### config.mk
export PLATFORM = sky130hd
export DESIGN_NAME = ddc_lo_seq
export DESIGN_NICKNAME = d
export VERILOG_FILES = /design/src/rtl/ddc_lo_seq.sv
export SDC_FILE = /design/constraint.sdc
export NUM_CORES = 1
export LEC_CHECK = 0
export ABC_AREA = 0
export BUFFER_PORTS_ARGS = -buffer_cell sky130_fd_sc_hd__buf_2
export CAP_MARGIN = 20
export CORE_MARGIN = 4
export CORE_UTILIZATION = 52
export CTS_CLUSTER_SIZE = 20
export DETAILED_ROUTE_END_ITERATION = 12
export GPL_TIMING_DRIVEN = 0
export MAX_ROUTING_LAYER = met4
export PLACE_DENSITY = 0.8
export SYNTH_ARGS = -nofsm -noshare
export SYNTH_HDL_FRONTEND = slang
export SYNTH_SLANG_ARGS = --single-unit
### constraint.sdc
create_clock -name aclk -period 2.6 [get_ports aclk]
set_input_delay 0.26 -clock aclk [delete_from_list [all_inputs] [get_ports aclk]]
set_output_delay 0.26 -clock aclk [all_outputs]
set_load 0.01 [all_outputs]
### src/rtl/ddc_lo_seq.sv
// DDC LO sequencer: captures one DDS carrier period into cos/sin tables, then steps the read address per accepted sample.
// Mixer valid/last appear exactly PIPE_LAT cycles after accept; s_tready follows m_tready once the table is captured.
module ddc_lo_seq #(
  parameter int FRAME_LEN  = 680,
  parameter int TRIG_PHASE = -6559,
  parameter int PIPE_LAT   = 3,
  parameter int AW         = 10
) (
  input  logic          aclk,
  input  logic          aresetn,
  input  logic          start,
  input  logic          phase_valid,
  input  logic [15:0]   phase,
  output logic          tbl_we,
  output logic [AW-1:0] tbl_waddr,
  output logic          tbl_ready,
  input  logic          s_tvalid,
  input  logic          s_tlast,
  output logic          s_tready,
  input  logic          m_tready,
  output logic [AW-1:0] tbl_raddr,
  output logic          pipe_valid,
  output logic          pipe_last,
  output logic          frame_err,
  output logic [15:0]   frame_cnt
);

  localparam logic [AW-1:0]      LP_LAST = AW'(FRAME_LEN - 1);
  localparam logic [AW-1:0]      LP_ONE  = AW'(1);
  localparam logic signed [15:0] LP_TRIG = 16'(TRIG_PHASE);

  typedef enum logic [1:0] {ST_IDLE, ST_ARM, ST_CAPTURE, ST_RUN} state_t;

  state_t              r_state;
  logic                r_tbl_we;
  logic [AW-1:0]       r_tbl_waddr;
  logic                r_tbl_ready;
  logic [AW-1:0]       r_tbl_raddr;
  logic                r_frame_err;
  logic [15:0]         r_frame_cnt;
  logic [PIPE_LAT-1:0] r_pv;
  logic [PIPE_LAT-1:0] r_pl;

  logic w_trig;
  logic w_accept;

  assign w_trig   = phase_valid && ($signed(phase) == LP_TRIG);
  assign s_tready = r_tbl_ready & m_tready;
  assign w_accept = s_tvalid & s_tready;

  assign tbl_we     = r_tbl_we;
  assign tbl_waddr  = r_tbl_waddr;
  assign tbl_ready  = r_tbl_ready;
  assign tbl_raddr  = r_tbl_raddr;
  assign frame_err  = r_frame_err;
  assign frame_cnt  = r_frame_cnt;
  assign pipe_valid = r_pv[PIPE_LAT-1];
  assign pipe_last  = r_pl[PIPE_LAT-1];

  always_ff @(posedge aclk or negedge aresetn) begin
    if (!aresetn) begin
      r_state     <= ST_IDLE;
      r_tbl_we    <= 1'b0;
      r_tbl_waddr <= '0;
      r_tbl_ready <= 1'b0;
      r_tbl_raddr <= '0;
      r_frame_err <= 1'b0;
    end else if (start) begin
      // start wins over a coincident trigger; capture restarts from scratch
      r_state     <= ST_ARM;
      r_tbl_we    <= 1'b0;
      r_tbl_ready <= 1'b0;
      r_tbl_raddr <= '0;
      r_frame_err <= 1'b0;
    end else begin
      case (r_state)
        ST_IDLE: ;
        ST_ARM: begin
          if (w_trig) begin
            r_state     <= ST_CAPTURE;
            r_tbl_we    <= 1'b1;
            r_tbl_waddr <= '0;
          end
        end
        ST_CAPTURE: begin
          if (r_tbl_waddr == LP_LAST) begin
            r_state     <= ST_RUN;
            r_tbl_we    <= 1'b0;
            r_tbl_ready <= 1'b1;
          end else begin
            r_tbl_waddr <= r_tbl_waddr + LP_ONE;
          end
        end
        ST_RUN: begin
          if (w_accept) begin
            if (s_tlast) begin
              // an early tlast resyncs the LO to the frame start
              r_tbl_raddr <= '0;
              if (r_tbl_raddr != LP_LAST) r_frame_err <= 1'b1;
            end else if (r_tbl_raddr == LP_LAST) begin
              r_tbl_raddr <= '0;
              r_frame_err <= 1'b1;
            end else begin
              r_tbl_raddr <= r_tbl_raddr + LP_ONE;
            end
          end
        end
        default: r_state <= ST_IDLE;
      endcase
    end
  end

  always_ff @(posedge aclk or negedge aresetn) begin
    if (!aresetn) begin
      r_frame_cnt <= '0;
    end else if (w_accept && s_tlast) begin
      r_frame_cnt <= r_frame_cnt + 16'd1;
    end
  end

  // mixer pipeline never stalls, so valid/last simply shift every cycle
  always_ff @(posedge aclk or negedge aresetn) begin
    if (!aresetn) begin
      r_pv <= '0;
      r_pl <= '0;
    end else begin
      r_pv[0] <= w_accept;
      r_pl[0] <= w_accept & s_tlast;
      for (int i = 1; i < PIPE_LAT; i++) begin
        r_pv[i] <= r_pv[i-1];
        r_pl[i] <= r_pl[i-1];
      end
    end
  end

endmodule
Word-level counts from Yosys, hierarchy flattened. Index checks and enable logic that the tools add are counted.

Latch bits: 0. ROM bits: 0. Bits in registers: 47. Memories kept: 0. Bits in writable memories: 0.

Muxes and demuxes: 25. Shifts and indexed selects: 0. Eq/ne operators: 12. Bitwise operators: 4. Div/mod/pow operators: 0. $add $sub $neg: 3. Multiply operators: 0. $lt $le $gt $ge: 0. Reduce and logical (&&, ||, !) cells: 14.

Operators by type and width (number): $mux W10 (7); $add A10 B1 Y10 const B (2); $eq A10 B10 Y1 const B (2); $pmux W10 S2 (1); $add A16 B1 Y16 const B (1); $eq A16 B14 Y1 const B (1); $mux W1 (12); $ne A10 B10 Y1 const B (1); $reduce_bool A2 Y1 (5); $reduce_and A4 Y1 (2); $mux W2 (3); $ne A3 B3 Y1 const B (2); $reduce_bool A3 Y1 (2); $eq A2 B2 Y1 const B (2); $ne A2 B2 Y1 const B (2); $pmux W2 S2 (1); $reduce_and A2 Y1 (2); $and A1 B1 Y1 (3); $ne A3 B2 Y1 const B (1); $reduce_and A3 Y1 (1); $eq A2 B1 Y1 const B (1); $logic_and A1 B1 Y1 (2); $pmux W1 S2 (1); $not A1 Y1 (1).

Longest topological paths before layout. Gate-level depths: netlist (run 1).

Depth after elaboration: 6. Gate-level depth with buffers: 9. Gate-level depth less buffers: 7.

Least setup slack after synthesis (run 1). OpenSTA, ideal clock, no wires.

Path kind: register to register. From: register r_state[0]. To: register r_tbl_waddr[3], in the netlist tbl_waddr[3]. Slack: 0.682 ns. Arrival: 1.823 ns. Stages on the path, launching flop included: 10. Path buffers: 2. Setup time: 0.095 ns. Cell sequence: dfrtp_1 -> inv_1 -> ha_1 -> clkbuf_1 -> nand4bb_1 -> o31ai_1 -> clkbuf_1 -> a21o_1 -> o21ai_0 -> o31ai_1.

Cells in the longest elaborated chain, start to end: 3.

RTL lines: from (decl) (line 34) `state_t r_state;`; from (signal assigned) (line 62) `r_state <= ST_IDLE;`; from (signal assigned) (line 70) `r_state <= ST_ARM;`; from (signal assigned) (line 80) `r_state <= ST_CAPTURE;`; $eq A2 B2 Y1 or $eq A2 B1 Y1 (tied branches) (line 76) `case (r_state)`; $ne A2 B2 Y1 (no line) or $reduce_bool A2 Y1 (tied branches); $reduce_and A4 Y1 (no line); to (signal assigned) (line 91) `r_tbl_waddr <= r_tbl_waddr + LP_ONE;`; to (decl) (line 36) `logic [AW-1:0] r_tbl_waddr;`.

Several ways; a longest one is shown, not always the timed one. A chain may end at the register's enable or synchronous reset.

Worst setup path in the final report (run 1). Same ends and word-level chain as after synthesis.

==> impl_metrics.sql, run 1 <==
INSERT INTO impl_metrics (metric_group, metric, value, unit) VALUES
('clock_tree', 'insertion_delay', '300', 'ps'),
('worst_setup_path', 'path_cells', 'inv_1 -> ha_1 -> clkbuf_1 -> nand4bb_1 -> o31ai_1 -> clkbuf_1 -> a21o_1 -> o21ai_0 -> o31ai_1', ''),
('yosys', 'synthXorXnorAreaFrac', '8.80', '%'),
('sta', 'finalSetupViolations', '0', ''),
('worst_setup_path', 'cpLargestDelayFamily', 'buffers and inverters', ''),
('worst_setup_path', 'crit_path_max_fanout', '10', ''),
('finish', 'diodes', '0', ''),
('flow_run', 'max_capacitance_violation_count', '0', ''),
('worst_setup_path', 'worst_setup_path_start_kind', 'flop', ''),
('yosys', 'post_synth_simple_gate_area', '21.4', '%'),
('yosys', 'postSynthNetCount', '250', ''),
('finish', 'final_cell_mix', 'sky130_fd_sc_hd__buf_2, sky130_fd_sc_hd__dfrtp_1, sky130_fd_sc_hd__nor2_1', ''),
('power_and_ir_drop', 'internal_power_summed_over_all_cells', '1.15', 'mW'),
('routing', 'drt_wl_total', '4.84', 'mm'),
('status', 'outcome', 'completed', ''),
('clock_tree', 'cts.hold.buffers_added', '0', ''),
('routing', 'drt-wirelength-per-cell', '14.0', 'um'),
('yosys', 'synth_fa_ha_area_share', '3.28', '%'),
('power_and_ir_drop', 'power.switching', '444', 'uW'),
('sta', 'min_period_over_period', '90.5', '%'),
('global_routing', 'grt_pass1_vias', '1842', ''),
('worst_setup_path', 'timing.setup.critical_path_class', 'flop to flop', ''),
('clock_tree', 'htree_num_levels', '2', ''),
('global_routing', 'grt_first_pass_wirelength', '8.15', 'mm'),
('yosys', 'synth_top_area_cell', 'sky130_fd_sc_hd__dfrtp_1', ''),
('clock_tree', 'cts.sink_count', '47', ''),
('routing', 'route.antenna.remaining_nets', '0', ''),
('power_and_ir_drop', 'total_power', '1.59', 'mW'),
('die', 'die_width', '74.3', 'um'),
('yosys', 'synth.area.mux_share', '0.492', '%'),
('die', 'core_area', '4120', 'um^2'),
('yosys', 'synth-edff-count', '0', ''),
('placed_design', 'dp_hpwl', '3.49', 'mm'),
('clock_tree', 'cts.repair.resized', '0', ''),
('global_routing', 'grt_max_degree', '48', ''),
('yosys', 'synth_cells', '221', ''),
('global_routing', 'grt_remaining_overflow', '0', ''),
('routing', 'drt_first_iter_violations', '114', ''),
('sta', 'clock.fmax', '0.425', 'GHz'),
('sta', 'hold_viol_final', '0', ''),
('routing', 'drtPass1Iterations', '4', ''),
('yosys', 'yosys_warnings', '0', ''),
('power_and_ir_drop', 'share_comb_of_total_power', '16.5', '%'),
('yosys', 'synth_top_area_share', '51.4', '%'),
('worst_setup_path', 'critical_path.n_buffers_inverters', '3', ''),
('sta', 'relSlewSlack', '63.5', '%'),
('finish', 'relative_area_change_from_synthesis_to_final_layout', '23.4', '%'),
('routing', 'vias_per_cell', '5.61', ''),
('yosys', 'netlist-cell-type-count', '38', ''),
('power_and_ir_drop', 'sequentialPowerShare', '49.4', '%'),
('finish', 'layout_commonest_cell', 'sky130_fd_sc_hd__buf_2', ''),
('sta', 'maxSlewViolCount', '0', ''),
('routing', 'post-route-drc-count', '0', ''),
('clock_tree', 'cts.clk_slew.worst_paths', '100', 'ps'),
('power_and_ir_drop', 'leakagePower', '1.45', 'nW'),
('global_routing', 'antenna_found_initial', '0', ''),
('sta', 'finalHoldWorstSlack', '265', 'ps'),
('yosys', 'synth-async-reset-ratio', '100', '%'),
('sta', 'setup_ws', '247', 'ps'),
('yosys', 'ff_latch_count_synth', '47', ''),
('finish', 'layout.core_utilization', '68.6', '%'),
('sta', 'clock_skew', '13.3', 'ps'),
('clock_tree', 'clk_tree_root_cell', 'sky130_fd_sc_hd__clkbuf_8', ''),
('power_and_ir_drop', 'power-per-cell-area', '564', 'nW/um^2'),
('yosys', 'postSynth.topFlopCell', 'sky130_fd_sc_hd__dfrtp_1', ''),
('die', 'io_pins', '65', ''),
('power_and_ir_drop', 'sw_frac_of_total', '27.9', '%'),
('clock_tree', 'cts_buffer_depth', '2', ''),
('placed_design', 'placed_cells', '335', ''),
('finish', 'regArea', '1180', 'um^2'),
('sta', 'max_slew.worst_pin.slew', '547', 'ps');
state kept, by name (all words and copies together) (netlist names), 2 cells and up:
name       count
tbl_waddr     10
frame_cnt     16
r_pv           3
r_state        2
tbl_raddr     10
r_pl           3
per-layer routing:
layer	track usage [%]	wire length, um
met3	4.59	349
met4	6.32	63
met2	31.6	2340
met1	24.3	2090
met5	-	0
synthesized netlist by cell type, types with 2 or more instances:
cell                        instances
sky130_fd_sc_hd__dfrtp_1           47
sky130_fd_sc_hd__nor2_1            22
sky130_fd_sc_hd__nand2_1           20
sky130_fd_sc_hd__nand3_1           18
sky130_fd_sc_hd__xor2_1            12
sky130_fd_sc_hd__o31ai_1           11
sky130_fd_sc_hd__xnor2_1           11
sky130_fd_sc_hd__o21ai_0           10
sky130_fd_sc_hd__a21oi_1            6
sky130_fd_sc_hd__and3_1             6
sky130_fd_sc_hd__clkbuf_1           6
sky130_fd_sc_hd__ha_1               6
sky130_fd_sc_hd__a21o_1             4
sky130_fd_sc_hd__inv_1              4
sky130_fd_sc_hd__nand4_1            4
sky130_fd_sc_hd__nor4bb_1           4
sky130_fd_sc_hd__nand3b_1           3
sky130_fd_sc_hd__and4_1             2
sky130_fd_sc_hd__nand2b_1           2
sky130_fd_sc_hd__nand4bb_1          2
sky130_fd_sc_hd__nor3_1             2
sky130_fd_sc_hd__o31a_1             2
sky130_fd_sc_hd__or3_1              2
area by class of cell:
type                    count  area share, %
flip-flops and latches     47           41.6
multi-input cells         162           37.5
repair buffers             66           12.7
clock buffers               5           2.44
well taps                  50           2.22
clock inverters             3           1.64
plain buffers               8           1.37
inverters                   4          0.532
final timing paths:
path	startpoint	to	slack (ps)	depth (start not counted)
min in group asynchronous	aresetn	r_pl[2]	470	2
max	r_state[0]	tbl_waddr[3]	250	9
min reg2reg	r_pv[1]	r_pv[2]	360	0
min	m_tready	r_pv[0]	260	2
max reg2reg	r_state[0]	tbl_waddr[3]	250	9
max in group asynchronous	aresetn	tbl_waddr[0]	1620	3
cells by family after synthesis:
group	count (synthesis)
adder cells (fa/ha/maj)	6
XOR/XNOR	23
AND/OR/NAND/NOR	92
multiplexers	1
flip-flops	47
buffers and inverters	12
AO/OA/AOI/OAI	40
power by group through the flow:
stage | Combinational, mW | Sequential (mW) | Clock, mW
after detailed placement | 0.254 | 0.801 | 0
after global placement | 0.252 | 0.798 | 0
after CTS | 0.260 | 0.787 | 0.552
after global routing | 0.298 | 0.792 | 0.580
final | 0.263 | 0.787 | 0.542
after floorplan | 0.155 | 0.803 | 0
Note: power is estimated with default switching activity, not from simulation.
==> run 2, diff against run 1 <==
- CORE_UTILIZATION: 52 -> 50
- PLACE_DENSITY: 0.8 -> 0.77
==> impl_metrics.sql, run 2 (synthesis gave the netlist of run 1 again) <==
INSERT INTO impl_metrics (metric_group, metric, value, unit) VALUES
('status', 'outcome', 'completed', ''),
('clock_tree', 'clk_tree_root_cell', 'sky130_fd_sc_hd__clkbuf_8', ''),
('global_routing', 'grt_max_degree', '48', ''),
('die', 'io_pins', '65', ''),
('power_and_ir_drop', 'total_power', '1.59', 'mW'),
('power_and_ir_drop', 'power.switching', '449', 'uW'),
('sta', 'fin_crit', '2380', 'ps'),
('routing', 'vias', '1926', ''),
('clock_tree', 'tritoncts_clock_tree', 'yes', ''),
('min_path', 'worst_hold_path_type', 'primary input to flop', ''),
('routing', 'vias_per_cell', '5.55', ''),
('sta', 'grt_setup_unrepaired', 'false', ''),
('power_and_ir_drop', 'sw_frac_of_total', '28.2', '%'),
('clock_tree', 'post_cts.repair.setup_buffers', '0', ''),
('worst_setup_path', 'path_cells', 'inv_1 -> ha_1 -> clkbuf_1 -> nand4bb_1 -> o31ai_1 -> clkbuf_1 -> a21o_1 -> o21ai_0 -> o31ai_1', ''),
('placed_design', 'postPlaceCellArea', '2670', 'um^2'),
('global_routing', 'grt_remaining_overflow', '0', ''),
('sta', 'finalSetupViolations', '0', ''),
('sta', 'maxSlewViolCount', '0', ''),
('finish', 'layout.core_utilization', '64.2', '%'),
('worst_setup_path', 'crit_path_max_fanout', '10', ''),
('die', 'die_h', '75.7', 'um'),
('worst_setup_path', 'endpoint_kind', 'flop', ''),
('finish', 'fin_area', '2820', 'um^2'),
('clock_tree', 'cts.repair.resized', '0', ''),
('flow_run', 'max_capacitance_violation_count', '0', ''),
('finish', 'diodes', '0', ''),
('sta', 'clock.fmax', '0.421', 'GHz'),
('placed_design', 'pre_cts_ws', '232', 'ps'),
('routing', 'post-route-drc-count', '0', ''),
('die', 'floorplan.rows', '24', ''),
('die', 'design.die.area', '5720', 'um^2'),
('placed_design', 'io_buffer_count', '64', ''),
('routing', 'drt_first_iter_violations', '111', ''),
('worst_setup_path', 'timing.setup.critical_path_class', 'flop to flop', ''),
('placed_design', 'dp_hpwl', '3.50', 'mm'),
('clock_tree', 'insertion_delay', '310', 'ps'),
('worst_setup_path', 'critical_path.n_buffers_inverters', '3', ''),
('power_and_ir_drop', 'clock_power_share', '34.1', '%'),
('global_routing', 'grt_use_total', '19.7', '%'),
('worst_setup_path', 'cp_slowest_stage_delay', '470', 'ps'),
('routing', 'drt_wl_total', '4.94', 'mm'),
('sta', 'max_slew.worst_pin.slew', '531', 'ps'),
('finish', 'post_route_cells_drive_above_1_share', '26.8', '%'),
('worst_setup_path', 'worst_setup_path_start_kind', 'flop', ''),
('routing', 'drt-wirelength-per-cell', '14.2', 'um'),
('worst_setup_path', 'crit_slowest_cell', 'sky130_fd_sc_hd__o31ai_1', ''),
('global_routing', 'antenna_found_initial', '0', ''),
('sta', 'setup_ws', '223', 'ps'),
('power_and_ir_drop', 'share_comb_of_total_power', '16.6', '%'),
('routing', 'drtPass1Iterations', '4', ''),
('finish', 'finalNetCount', '323', ''),
('global_routing', 'grt_first_pass_wirelength', '8.35', 'mm'),
('finish', 'relative_area_change_from_synthesis_to_final_layout', '23.1', '%'),
('worst_setup_path', 'timing.critical_path.required', '2800', 'ps'),
('clock_tree', 'cts.sink_count', '47', ''),
('clock_tree', 'cts.clk_slew.worst_paths', '90', 'ps'),
('sta', 'finalHoldWorstSlack', '245', 'ps'),
('finish', 'final-instance-count-excl-fill', '347', ''),
('finish', 'layout_commonest_cell', 'sky130_fd_sc_hd__buf_2', ''),
('sta', 'hold_viol_final', '0', ''),
('clock_tree', 'htree_num_levels', '2', ''),
('die', 'floorplan.initialDensity', '52.2', '%'),
('sta', 'clock_skew', '8.51', 'ps'),
('sta', 'finalSetupTns', '0', 'ps'),
('power_and_ir_drop', 'vdd_drop_max', '0.371', 'mV'),
('placed_design', 'routability_congestion_estimate_from_global_placement', '0.850', ''),
('worst_setup_path', 'worstPathArrival', '2580', 'ps'),
('clock_tree', 'tritoncts.num_buffers', '5', ''),
('power_and_ir_drop', 'power-per-cell-area', '565', 'nW/um^2'),
('power_and_ir_drop', 'internal_power_summed_over_all_cells', '1.14', 'mW'),
('finish', 'final_cell_mix', 'sky130_fd_sc_hd__buf_2, sky130_fd_sc_hd__dfrtp_1, sky130_fd_sc_hd__nor2_1', ''),
('finish', 'largest_register_ffs', '16', ''),
('sta', 'relSlewSlack', '64.5', '%'),
('placed_design', 'placed_cells', '337', ''),
('power_and_ir_drop', 'leakagePower', '1.45', 'nW'),
('worst_setup_path', 'cpLargestDelayFamily', 'buffers and inverters', ''),
('power_and_ir_drop', 'sequentialPowerShare', '49.4', '%'),
('die', 'core_area', '4380', 'um^2'),
('sta', 'min_period_over_period', '91.4', '%'),
('global_routing', 'grt_pass1_vias', '1853', ''),
('clock_tree', 'cts_buffer_depth', '2', ''),
('routing', 'route.antenna.remaining_nets', '0', ''),
('die', 'die_width', '75.7', 'um'),
('clock_tree', 'cts.hold.buffers_added', '0', '');
==> run 2: power by group through the flow <==
stage	Clock, mW	Combinational (mW)	Sequential, mW
2_1_floorplan	0	0.155	0.803
3_3_place_gp	0	0.253	0.798
3_5_place_dp	0	0.259	0.799
4_1_cts	0.556	0.265	0.786
5_1_grt	0.589	0.306	0.790
6_report	0.543	0.264	0.786
==> run 2: path summary, 6_finish.rpt <==
kind	from	slack, ps	cells past startpoint	endpoint
setup / recovery	r_state[0]	220	9	tbl_waddr[3]
hold / removal	m_tready	240	2	r_pv[0]
setup reg to reg	r_state[0]	220	9	tbl_waddr[3]
hold reg to reg	r_pv[0]	350	0	r_pv[1]
max in group asynchronous	aresetn	1630	3	tbl_raddr[6]
min in group asynchronous	aresetn	460	2	r_pv[2]
==> run 2: per-layer routing <==
metal | vias to the layer above | GRT usage, % | routed length, um
met2 | 66 | 30.8 | 2420
met3 | 5 | 4.35 | 320
li1 | 937 | - | -
met1 | 918 | 25.8 | 2130
met5 | - | - | 0
met4 | 0 | 5.83 | 70
==> run 2: layout make-up <==
class | instances | area (um^2)
clock buffer | 5 | 68.8
inverter | 4 | 15.0
clock inverter | 3 | 43.8
tap | 52 | 65.1
sequential | 47 | 1180
fill | 381 | 1570
multi-input combinational | 162 | 1060
buffer | 8 | 38.8
timing repair buffer | 66 | 350
==> run 3, diff against run 2 <==
- clock period: 2.6 -> 2.5 ns (I/O delays scaled with it)
==> impl_metrics.sql, run 3 (synthesis gave the netlist of run 1 again) <==
INSERT INTO impl_metrics (metric_group, metric, value, unit) VALUES
('status', 'outcome', 'completed', ''),
('finish', 'diodes', '0', ''),
('routing', 'route.antenna.remaining_nets', '0', ''),
('finish', 'post_route_cells_drive_above_1_share', '27.1', '%'),
('routing', 'drtPass1Iterations', '4', ''),
('min_path', 'worst_hold_startpoint', 'm_tready', ''),
('clock_tree', 'htree_num_levels', '2', ''),
('global_routing', 'grt_pass1_vias', '1853', ''),
('die', 'io_pins', '65', ''),
('finish', 'layout.core_utilization', '64.3', '%'),
('sta', 'grt_setup_unrepaired', 'false', ''),
('global_routing', 'grt_remaining_overflow', '0', ''),
('die', 'core_area', '4380', 'um^2'),
('sta', 'maxSlewViolCount', '0', ''),
('routing', 'drt_wl_total', '4.96', 'mm'),
('die', 'design.die.area', '5720', 'um^2'),
('worst_setup_path', 'worst-r2r-setup-slack', '220', 'ps'),
('sta', 'clock.fmax', '0.438', 'GHz'),
('clock_tree', 'tritoncts_clock_tree', 'yes', ''),
('clock_tree', 'cts.clk_slew.worst_paths', '90', 'ps'),
('min_path', 'worst_hold_path_type', 'primary input to flop', ''),
('sta', 'max_slew.worst_pin.slew', '533', 'ps'),
('power_and_ir_drop', 'total_power', '1.66', 'mW'),
('global_routing', 'grt_max_degree', '48', ''),
('placed_design', 'routability_congestion_estimate_from_global_placement', '0.850', ''),
('worst_setup_path', 'worst_r2r_endpoint', 'tbl_waddr[3]', ''),
('sta', 'min_period_over_period', '91.2', '%'),
('power_and_ir_drop', 'vdd_drop_max', '0.385', 'mV'),
('routing', 'post-route-drc-count', '0', ''),
('worst_setup_path', 'endpoint_kind', 'flop', ''),
('worst_setup_path', 'critical_path.reg2reg.startpoint', 'r_state[0]', ''),
('finish', 'largest_register_ffs', '16', ''),
('min_path', 'holdPathStages', '2', ''),
('min_path', 'timing.hold.worst_endpoint', 'r_pv[0]', ''),
('worst_setup_path', 'worst-r2r-cell-count', '9', ''),
('clock_tree', 'insertion_delay', '310', 'ps'),
('global_routing', 'grt_first_pass_wirelength', '8.35', 'mm'),
('die', 'floorplan.initialDensity', '52.2', '%'),
('worst_setup_path', 'worst_setup_path_start_kind', 'flop', ''),
('finish', 'final_cell_mix', 'sky130_fd_sc_hd__buf_2, sky130_fd_sc_hd__dfrtp_1, sky130_fd_sc_hd__nor2_1', ''),
('clock_tree', 'post_cts.repair.setup_buffers', '0', ''),
('sta', 'setup_ws', '219', 'ps'),
('worst_setup_path', 'worstPathArrival', '2480', 'ps'),
('die', 'die_width', '75.7', 'um'),
('worst_setup_path', 'crit_path_max_fanout', '10', ''),
('global_routing', 'grt_use_total', '19.7', '%'),
('finish', 'fillers', '381', ''),
('power_and_ir_drop', 'leakagePower', '1.46', 'nW'),
('clock_tree', 'tritoncts.num_buffers', '5', ''),
('placed_design', 'io_buffer_count', '64', ''),
('finish', 'final-instance-count-excl-fill', '347', ''),
('die', 'floorplan.rows', '24', ''),
('clock_tree', 'clk_tree_root_cell', 'sky130_fd_sc_hd__clkbuf_8', ''),
('sta', 'fin_crit', '2280', 'ps'),
('finish', 'layout_commonest_cell', 'sky130_fd_sc_hd__buf_2', ''),
('placed_design', 'placed_cells', '337', ''),
('placed_design', 'dp_hpwl', '3.50', 'mm'),
('routing', 'vias_per_cell', '5.55', ''),
('flow_run', 'max_capacitance_violation_count', '0', ''),
('sta', 'relSlewSlack', '64.4', '%'),
('sta', 'finalSetupViolations', '0', ''),
('clock_tree', 'cts.sink_count', '47', ''),
('routing', 'drt-wirelength-per-cell', '14.3', 'um'),
('routing', 'vias', '1927', ''),
('power_and_ir_drop', 'power-per-cell-area', '589', 'nW/um^2'),
('global_routing', 'antenna_found_initial', '0', ''),
('worst_setup_path', 'timing.setup.critical_path_class', 'flop to flop', ''),
('clock_tree', 'cts_buffer_depth', '2', ''),
('sta', 'finalSetupTns', '0', 'ps'),
('routing', 'drt_first_iter_violations', '94', ''),
('finish', 'relative_area_change_from_synthesis_to_final_layout', '23.1', '%'),
('sta', 'hold_viol_final', '0', ''),
('finish', 'finalNetCount', '323', ''),
('worst_setup_path', 'timing.critical_path.required', '2700', 'ps'),
('sta', 'clock_skew', '8.51', 'ps'),
('placed_design', 'pre_cts_ws', '132', 'ps'),
('die', 'die_h', '75.7', 'um');
==> run 3: power breakdown <==
group	total, mW	internal, mW	leakage, nW	switching (mW)
logic	0.276	0.105	0.747	0.171
clock network	0.565	0.298	0.0581	0.267
registers	0.817	0.788	0.651	0.0291
total	1.66	1.19	1.46	0.467
==> run 3: final cells by class <==
type	count	area, um^2	area share [%]
inverters	4	15.0	0.533
multi-input cells	162	1060	37.6
clock buffers	5	68.8	2.44
repair buffers	66	350	12.4
well taps	52	65.1	2.31
flip-flops and latches	47	1180	41.7
plain buffers	8	40.0	1.42
clock inverters	3	43.8	1.55
==> run 3: what timing repair did <==
action / CTS / global route
resized for setup: 0 / 2
hold endpoints to repair: 0 / 21
hold buffers: 0 / 1
endpoints found under the setup margin: 0 / 2
==> run 3: layer usage <==
layer  global-route usage, %  vias to the layer above  wire, um
met3                    4.35                        5       303
li1                        -                      938         -
met2                    30.8                       62      2430
met4                    5.83                        0        70
met5                       -                        -         0
met1                    25.8                      922      2150
==> run 3: per-stage QoR <==
stage / hold slack [ps] / instance area [um^2]
after CTS: 152 / 2790
after detailed placement: 335 / 2670
after floorplan: -45.6 / 2290
after global routing: 235 / 2820
final: 235 / 2820
after global placement: 332 / 2670
==> run 3: worst max-delay path, stage by stage, from the launching register on <==
cell	delay [ps]
sky130_fd_sc_hd__dfrtp_1	430
sky130_fd_sc_hd__inv_1	70
sky130_fd_sc_hd__ha_1	130
sky130_fd_sc_hd__clkbuf_1	320
sky130_fd_sc_hd__nand4bb_1	150
sky130_fd_sc_hd__o31ai_1	480
sky130_fd_sc_hd__clkbuf_2	320
sky130_fd_sc_hd__a21o_1	110
sky130_fd_sc_hd__o21ai_0	80
sky130_fd_sc_hd__o31ai_1	100
==> run 3: worst max-delay path by stage <==
| stage | to | slack (ps) | cells after the start | start |
|---|---|---|---|---|
| after floorplan | tbl_waddr[3] | 580 | 9 | r_state[0] |
| after global placement | tbl_waddr[4] | 240 | 9 | r_state[0] |
| after detailed placement | tbl_waddr[3] | 130 | 9 | r_state[0] |
| after CTS | tbl_waddr[3] | 120 | 9 | r_state[0] |
| after global routing | tbl_waddr[3] | 50 | 9 | r_state[0] |
| final | tbl_waddr[3] | 220 | 9 | r_state[0] |
